**src/rtl/keypad_scanner_pkg.sv**
```systemverilog
// Shared key codes, scanner state type and the keypad position-to-code decoder.
// The calculator FSM downstream relies on the same key codes.
package keypad_scanner_pkg;

  typedef enum logic [1:0] {
    ST_SCAN,
    ST_DEBOUNCE,
    ST_PRESSED,
    ST_RELEASE
  } scan_state_t;

  localparam logic [3:0] KEY_PLUS  = 4'b1010;
  localparam logic [3:0] KEY_MINUS = 4'b1011;
  localparam logic [3:0] KEY_EQUAL = 4'b1100;
  localparam logic [3:0] KEY_RESET = 4'b1111;
  localparam logic       TIPO_NUM  = 1'b0;
  localparam logic       TIPO_SIGN = 1'b1;

  // Layout: r0 = 1 2 3 +, r1 = 4 5 6 -, r2 = 7 8 9 =, r3 = reset 0 spare spare
  function automatic logic [3:0] decode_key(input logic [1:0] row, input logic [1:0] col);
    logic [3:0] code;
    case ({row, col})
      4'h0: code = 4'd1;
      4'h1: code = 4'd2;
      4'h2: code = 4'd3;
      4'h3: code = KEY_PLUS;
      4'h4: code = 4'd4;
      4'h5: code = 4'd5;
      4'h6: code = 4'd6;
      4'h7: code = KEY_MINUS;
      4'h8: code = 4'd7;
      4'h9: code = 4'd8;
      4'hA: code = 4'd9;
      4'hB: code = KEY_EQUAL;
      4'hC: code = KEY_RESET;
      4'hD: code = 4'd0;
      4'hE: code = 4'b1110;
      default: code = 4'b1101;
    endcase
    return code;
  endfunction

endpackage

```
**src/rtl/keypad_scanner_if.sv**
```systemverilog
// Keypad pins plus the key-event outputs consumed by the calculator FSM.
interface keypad_scanner_if;
  logic [3:0] row_n;
  logic [3:0] col_n;
  logic       tipo;
  logic [3:0] number;
  logic       key_strobe;
  logic       key_down;

  modport master (input row_n, output col_n, tipo, number, key_strobe, key_down);
  modport slave  (output row_n, input col_n, tipo, number, key_strobe, key_down);
endinterface

```
**src/rtl/keypad_scanner_sync_2ff.sv**
```systemverilog
// Two-flop synchronizer for the asynchronous keypad rows; resets to the idle (all high) level.
module sync_2ff #(
  parameter int WIDTH = 4
) (
  input  logic             clk,
  input  logic             reset,
  input  logic [WIDTH-1:0] d,
  output logic [WIDTH-1:0] q
);

  logic [WIDTH-1:0] meta;

  always_ff @(posedge clk or posedge reset) begin
    if (reset) begin
      meta <= '1;
      q    <= '1;
    end else begin
      meta <= d;
      q    <= meta;
    end
  end

endmodule

```
**src/rtl/keypad_scanner.sv**
```systemverilog
// 4x4 keypad scanner: column rotation, press/release debounce and one key event per press.
module keypad_scanner
  import keypad_scanner_pkg::*;
#(
  parameter int SCAN_DIV = 1000,
  parameter int DEBOUNCE = 4
) (
  input  logic              clk,
  input  logic              reset,
  keypad_scanner_if.master  kp
);

  localparam int TW = (SCAN_DIV > 1) ? $clog2(SCAN_DIV) : 1;
  localparam int CW = $clog2(DEBOUNCE + 1);

  scan_state_t   state;
  logic [TW-1:0] tick_cnt;
  logic          tick;
  logic [CW-1:0] count;
  logic [3:0]    row_s;
  logic          single_low;
  logic [1:0]    row_idx;
  logic [1:0]    col_idx;
  logic [1:0]    key_row;
  logic [1:0]    key_col;
  logic [3:0]    key_code;

  sync_2ff #(.WIDTH(4)) u_row_sync (
    .clk   (clk),
    .reset (reset),
    .d     (kp.row_n),
    .q     (row_s)
  );

  assign tick = (tick_cnt == TW'(SCAN_DIV - 1));

  always_ff @(posedge clk or posedge reset) begin
    if (reset) tick_cnt <= '0;
    else if (tick) tick_cnt <= '0;
    else tick_cnt <= tick_cnt + 1'b1;
  end

  // Two or more rows low on one column is a ghosting pattern and is treated as no key
  always_comb begin
    single_low = 1'b0;
    row_idx    = 2'd0;
    case (row_s)
      4'b1110: begin single_low = 1'b1; row_idx = 2'd0; end
      4'b1101: begin single_low = 1'b1; row_idx = 2'd1; end
      4'b1011: begin single_low = 1'b1; row_idx = 2'd2; end
      4'b0111: begin single_low = 1'b1; row_idx = 2'd3; end
      default: begin single_low = 1'b0; row_idx = 2'd0; end
    endcase
    case (kp.col_n)
      4'b1101: col_idx = 2'd1;
      4'b1011: col_idx = 2'd2;
      4'b0111: col_idx = 2'd3;
      default: col_idx = 2'd0;
    endcase
    key_code = decode_key(key_row, key_col);
  end

  always_ff @(posedge clk or posedge reset) begin
    if (reset) begin
      state         <= ST_SCAN;
      kp.col_n      <= 4'b1110;
      kp.tipo       <= TIPO_NUM;
      kp.number     <= 4'd0;
      kp.key_strobe <= 1'b0;
      kp.key_down   <= 1'b0;
      count         <= '0;
      key_row       <= 2'd0;
      key_col       <= 2'd0;
    end else begin
      kp.key_strobe <= 1'b0;
      case (state)
        ST_SCAN: begin
          if (tick) begin
            if (single_low) begin
              key_row <= row_idx;
              key_col <= col_idx;
              count   <= '0;
              state   <= ST_DEBOUNCE;
            end else begin
              kp.col_n <= {kp.col_n[2:0], kp.col_n[3]};
            end
          end
        end
        ST_DEBOUNCE: begin
          if (tick) begin
            if (single_low && (row_idx == key_row)) begin
              if (count == CW'(DEBOUNCE - 1)) begin
                count <= '0;
                state <= ST_PRESSED;
              end else begin
                count <= count + 1'b1;
              end
            end else begin
              count    <= '0;
              kp.col_n <= {kp.col_n[2:0], kp.col_n[3]};
              state    <= ST_SCAN;
            end
          end
        end
        ST_PRESSED: begin
          kp.number     <= key_code;
          kp.tipo       <= (key_code >= 4'd10) ? TIPO_SIGN : TIPO_NUM;
          kp.key_strobe <= 1'b1;
          kp.key_down   <= 1'b1;
          count         <= '0;
          state         <= ST_RELEASE;
        end
        ST_RELEASE: begin
          // Column stays on the held key so other keys cannot start a new press
          if (tick) begin
            if (row_s == 4'hF) begin
              if (count == CW'(DEBOUNCE - 1)) begin
                count       <= '0;
                kp.key_down <= 1'b0;
                kp.col_n    <= {kp.col_n[2:0], kp.col_n[3]};
                state       <= ST_SCAN;
              end else begin
                count <= count + 1'b1;
              end
            end else begin
              count <= '0;
            end
          end
        end
        default: state <= ST_SCAN;
      endcase
    end
  end

endmodule

```
**src/flat_wrapper.sv**
```systemverilog
// flat-port wrapper written by rule: the top's interface ports become plain ports
module keypad_scanner_flat import keypad_scanner_pkg::*;
#(
  parameter int SCAN_DIV = 1000,
  parameter int DEBOUNCE = 4
)
  (clk, reset, kp_row_n, kp_col_n, kp_tipo, kp_number, kp_key_strobe, kp_key_down);
  keypad_scanner_if kp_i ();
  input  logic clk;
  input  logic reset;
  input wire logic [$bits(kp_i.row_n)-1:0] kp_row_n;
  output wire logic [$bits(kp_i.col_n)-1:0] kp_col_n;
  output wire logic [$bits(kp_i.tipo)-1:0] kp_tipo;
  output wire logic [$bits(kp_i.number)-1:0] kp_number;
  output wire logic [$bits(kp_i.key_strobe)-1:0] kp_key_strobe;
  output wire logic [$bits(kp_i.key_down)-1:0] kp_key_down;
  assign kp_i.row_n = kp_row_n;
  assign kp_col_n = kp_i.col_n;
  assign kp_tipo = kp_i.tipo;
  assign kp_number = kp_i.number;
  assign kp_key_strobe = kp_i.key_strobe;
  assign kp_key_down = kp_i.key_down;
  keypad_scanner #(.SCAN_DIV(SCAN_DIV), .DEBOUNCE(DEBOUNCE)) u_core (.clk(clk), .reset(reset), .kp(kp_i));
endmodule
```
**config.mk**
```make
export PLATFORM = sky130hd
export DESIGN_NAME = keypad_scanner_flat
export DESIGN_NICKNAME = d
export VERILOG_FILES = /design/src/rtl/keypad_scanner_pkg.sv /design/src/rtl/keypad_scanner_if.sv /design/src/rtl/keypad_scanner_sync_2ff.sv /design/src/rtl/keypad_scanner.sv /design/src/flat_wrapper.sv
export SDC_FILE = /design/constraint.sdc
export NUM_CORES = 1
export LEC_CHECK = 0
export ABC_AREA = 0
export BUFFER_PORTS_ARGS = -buffer_cell sky130_fd_sc_hd__buf_2
export CORE_ASPECT_RATIO = 1.5
export CORE_MARGIN = 3
export CORE_UTILIZATION = 50
export DETAILED_ROUTE_END_ITERATION = 10
export PLACE_DENSITY = 0.68
export RECOVER_POWER = 100
export SETUP_SLACK_MARGIN = 0.3
export SLEW_MARGIN = 5
export SYNTH_ARGS = -nofsm -noshare
export SYNTH_HDL_FRONTEND = slang
export SYNTH_SLANG_ARGS = --single-unit
```
**constraint.sdc**
```tcl
create_clock -name clk -period 1.8 [get_ports clk]
set_input_delay 0.09 -clock clk [delete_from_list [all_inputs] [get_ports clk]]
set_output_delay 0.09 -clock clk [all_outputs]
set_load 0.005 [all_outputs]
```
==> metrics.md <==
| Metric | Value |
|---|---|
| Total CTS buffers | 5 |
| Yosys warns | 0 |
| Min-Delay Path Class | register to register |
| Fraction of the cycle the final worst path needs | 102% |
| Slew Limit Fails | 0 |
| Vias in the first global route | 1,409 |
| Data arrival, critical path | 1990 ps |
| Status | complete, but fails checks |
| CTS sink cnt | 38 |
| Tot GR Track Use | 18.0% |
| Syn Nets | 183 |
| Synthesized area per cell | 10.7 um2 |
| H-tree depth | 2 |
| Crit path max fanout | 4 |
| Worst skew pair latency | 290 ps |
| Final Net Count | 231 |
| RSZ-0062 raised after global routing | yes |
| Skew final | 6.87 ps |
| CTS tree | yes |
| Synth Instances | 170 |
| Max Freq | 0.546 GHz |
| Seq pwr share | 48.0% |
| Starting DRT DRC Count | 48 |
| DRT Wirelength | 3970 um |
| Crit end category | register |
| Failing checks | negative setup slack |
| DR WL/cell | 15.2 um |
| WHS Path Cells | 0 |
| PortBufs | 16 |
| # rows | 26 |
| Library cells used by synthesis | 37 |
| Area leader, netlist | dfrtp_1 |
| Layout cell share with drive strength beyond 1 | 40.2% |
| Hold_sp | u_core.u_row_sync.meta[3]$_DFF_PP1_ |
| Setup WS post-layout | -30.7 ps |
| Core Box Area | 3450 um2 |
| Chip width | 55.2 um |
| Register area share after synthesis | 53.1% |
| Ant. Diodes | 0 |
| Power per cell area | 736 nW/um2 |
| DR pass1 iterations | 4 |
| Initial antenna violation count | 0 |
| Reg2Reg Setup Slack | -30 ps |
| Overflow after GRT | 0 |
| Post-Syn Area | 1820 um2 |
| LEAKAGE | 1.16 nW |
| Routability cong. | 0.822 |
| Logic pwr share | 3.5% |
| Worst reg2reg path startpoint | u_core.tick_cnt[0]$_DFF_PP0_ |
| Seq cells post-synth | 38 |
| CP startpoint | u_core.tick_cnt[0]$_DFF_PP0_ |
| Critical path startpoint category | register |
| Place WS | -20.9 ps |
| P_int | 1.49 mW |
| Longest Clk Path Bufs | 2 |
| Largest net degree at the start of global routing | 39 |
| Switching share of total power | 18.8% |
| Die height | 79.8 um |
| Clk Tree Root Cell | clkbuf_8 |
| Final hold violation count | 0 |
| Hold Path End | u_core.u_row_sync.q[3]$_DFF_PP1_ |
| Die area | 4400 um2 |
| Vias/cell | 5.44 |
| Clock Power Share | 48.6% |
| Ports | 17 |
| Worst path required time | 1960 ps |
| Area grow syn2layout | 37.1% |
| Max cap viols | 0 |
| Top post-synthesis cells by area | dfrtp_1 37%, dfstp_2 16%, ha_1 4.8% |
| Worst-margin pin slew | 915 ps |
| Setup CP Type | register to register |
| Top-area cell type share of the netlist area | 37.2% |
| Post-route minimum period | 1830 ps |
| R2r worst-path depth | 8 |
| DRT antenna net count | 0 |
| Switch Pwr | 0.344 mW |
| Drt drc | 0 |
| Global-route wire length before repair | 6110 um |
| DR vias | 1,420 |
| Setup-failing EPs final | 2 |
| Rel. slew slack | 39.0% |
| WHS | 353 ps |
| Clk slew on worst S/H paths | 80 ps |
| Peak VDD IR | 0.000704 V |
| Hpwl dp | 2550 um |
| Initial Util | 52.6% |
[critical path, stage by stage (launching register included)]
cell	delay, ps
dfrtp_1	400
ha_4	160
nand4b_1	100
nor3b_2	210
and2b_2	270
buf_6	130
nand2_1	80
o21ai_1	210
o21ai_0	130
[power by group through the flow]
stage / Combinational (mW) / Sequential, mW / Clock (mW)
final: 0.0635 / 0.879 / 0.890
after detailed placement: 0.0488 / 0.893 / 0
after global placement: 0.0465 / 0.892 / 0
after CTS: 0.0609 / 0.878 / 0.907
after floorplan: 0.0302 / 0.891 / 0
after global routing: 0.0696 / 0.879 / 0.950
[placed cells by master (no fill, tap or decap), drive strengths merged, types with 4 or more instances in the layout]
cell type    synthesis  layout
clkbuf               2      10
mux2                 4       4
dfstp               11      11
inv                  7       7
o21ai               12      12
ha                   7       7
dlygate4sd3          0       5
buf                  2      36
dfrtp               27      27
xor2                 9       9
nand2               21      21
nor2                11      11
nand3               12      12
a21oi                9       9
[synth_stat cells, drive strengths merged]
cell type  number
dfrtp          27
nand2          21
nand3          12
o21ai          12
dfstp          11
nor2           11
a21oi           9
xor2            9
ha              7
inv             7
mux2            4
a21o            3
and3            3
nand2b          3
nand4           3
nor2b           3
o41ai           3
a211oi          2
buf             2
clkbuf          2
mux2i           2
nand4b          2
nor3b           2
xnor2           2
a211o           1
and2            1
and2b           1
o211ai          1
o21a            1
o22ai           1
or2             1
or2b            1
[sequential cells by signal, indices dropped and copies added (netlist names), named ones only]
signal and count:
u_core.u_row_sync.q 4, u_core.u_row_sync.meta 4, u_core.key_col 2, u_core.key_row 2, u_core.kp.number 4, u_core.count 3, u_core.kp.key_down 1, u_core.state 1
u_core.kp.tipo 1, u_core.tick_cnt 10, u_core.kp.key_strobe 1, u_core.kp.col_n 4
[how the worst max path moves through the flow]
| stage | end | cells past startpoint |
|---|---|---|
| 5_1_grt | register | 8 |
| 4_1_cts | u_core.kp.col_n[3]$_DFFE_PP1P_ | 6 |
| 2_1_floorplan | u_core.kp.col_n[0]$_DFFE_PP0P_ | 6 |
| 3_3_place_gp | u_core.kp.col_n[0]$_DFFE_PP0P_ | 6 |
| 6_report | register | 8 |
| 3_5_place_dp | u_core.kp.col_n[3]$_DFFE_PP1P_ | 6 |
[layer usage]
layer	wire length [um]	track usage, %	vias up
met5	0	0	-
met4	164	11.4	0
met3	126	4.53	16
met2	2320	35.4	32
met1	1350	15.5	693
li1	-	-	679
[final cells by class]
| class | instances | area [um2] |
|---|---|---|
| clock buffer | 6 | 82.6 |
| clock inverter | 2 | 60.1 |
| fill | 259 | 958 |
| inverter | 7 | 26.3 |
| multi-input combinational | 121 | 983 |
| sequential | 38 | 965 |
| tap | 42 | 52.6 |
| timing repair buffer | 45 | 320 |
[logic make-up after synthesis]
| group | count (synthesis) | synth area share [%] |
|---|---|---|
| fa+ha+maj | 7 | 4.82 |
| simple gates | 64 | 19.6 |
| compound gates | 33 | 11.0 |
| mux | 6 | 3.58 |
| xor+xnor | 11 | 5.31 |
| buf+inv | 11 | 2.55 |
| flops | 38 | 53.1 |
[metrics by stage]
stage | TNS, ps | util [%] | power, mW | cell area (um2) | cells
finish | -54.4 | 72.2 | 1.83 | 2490 | 261
detailed placement | -63.1 | 58.7 | 0.942 | 2020 | 233
floorplan | 0 | - | 0.922 | 1850 | 170
global placement | 0 | 58.7 | 0.939 | 2020 | 233
global route | -534 | 72.2 | 1.90 | 2490 | 261
CTS | -1.90 | 67.8 | 1.85 | 2340 | 252
[repair_timing]
| item | in CTS | in global routing |
|---|---|---|
| hold endpoints to repair | 31 | 0 |
| hold buffers | 5 | 0 |
| buffers inserted | 6 | 9 |
| gates resized for setup | 18 | 31 |
| setup endpoints to repair | 21 | 23 |
| pin swaps | 8 | 15 |
Note: power is estimated with default switching activity, not from simulation.
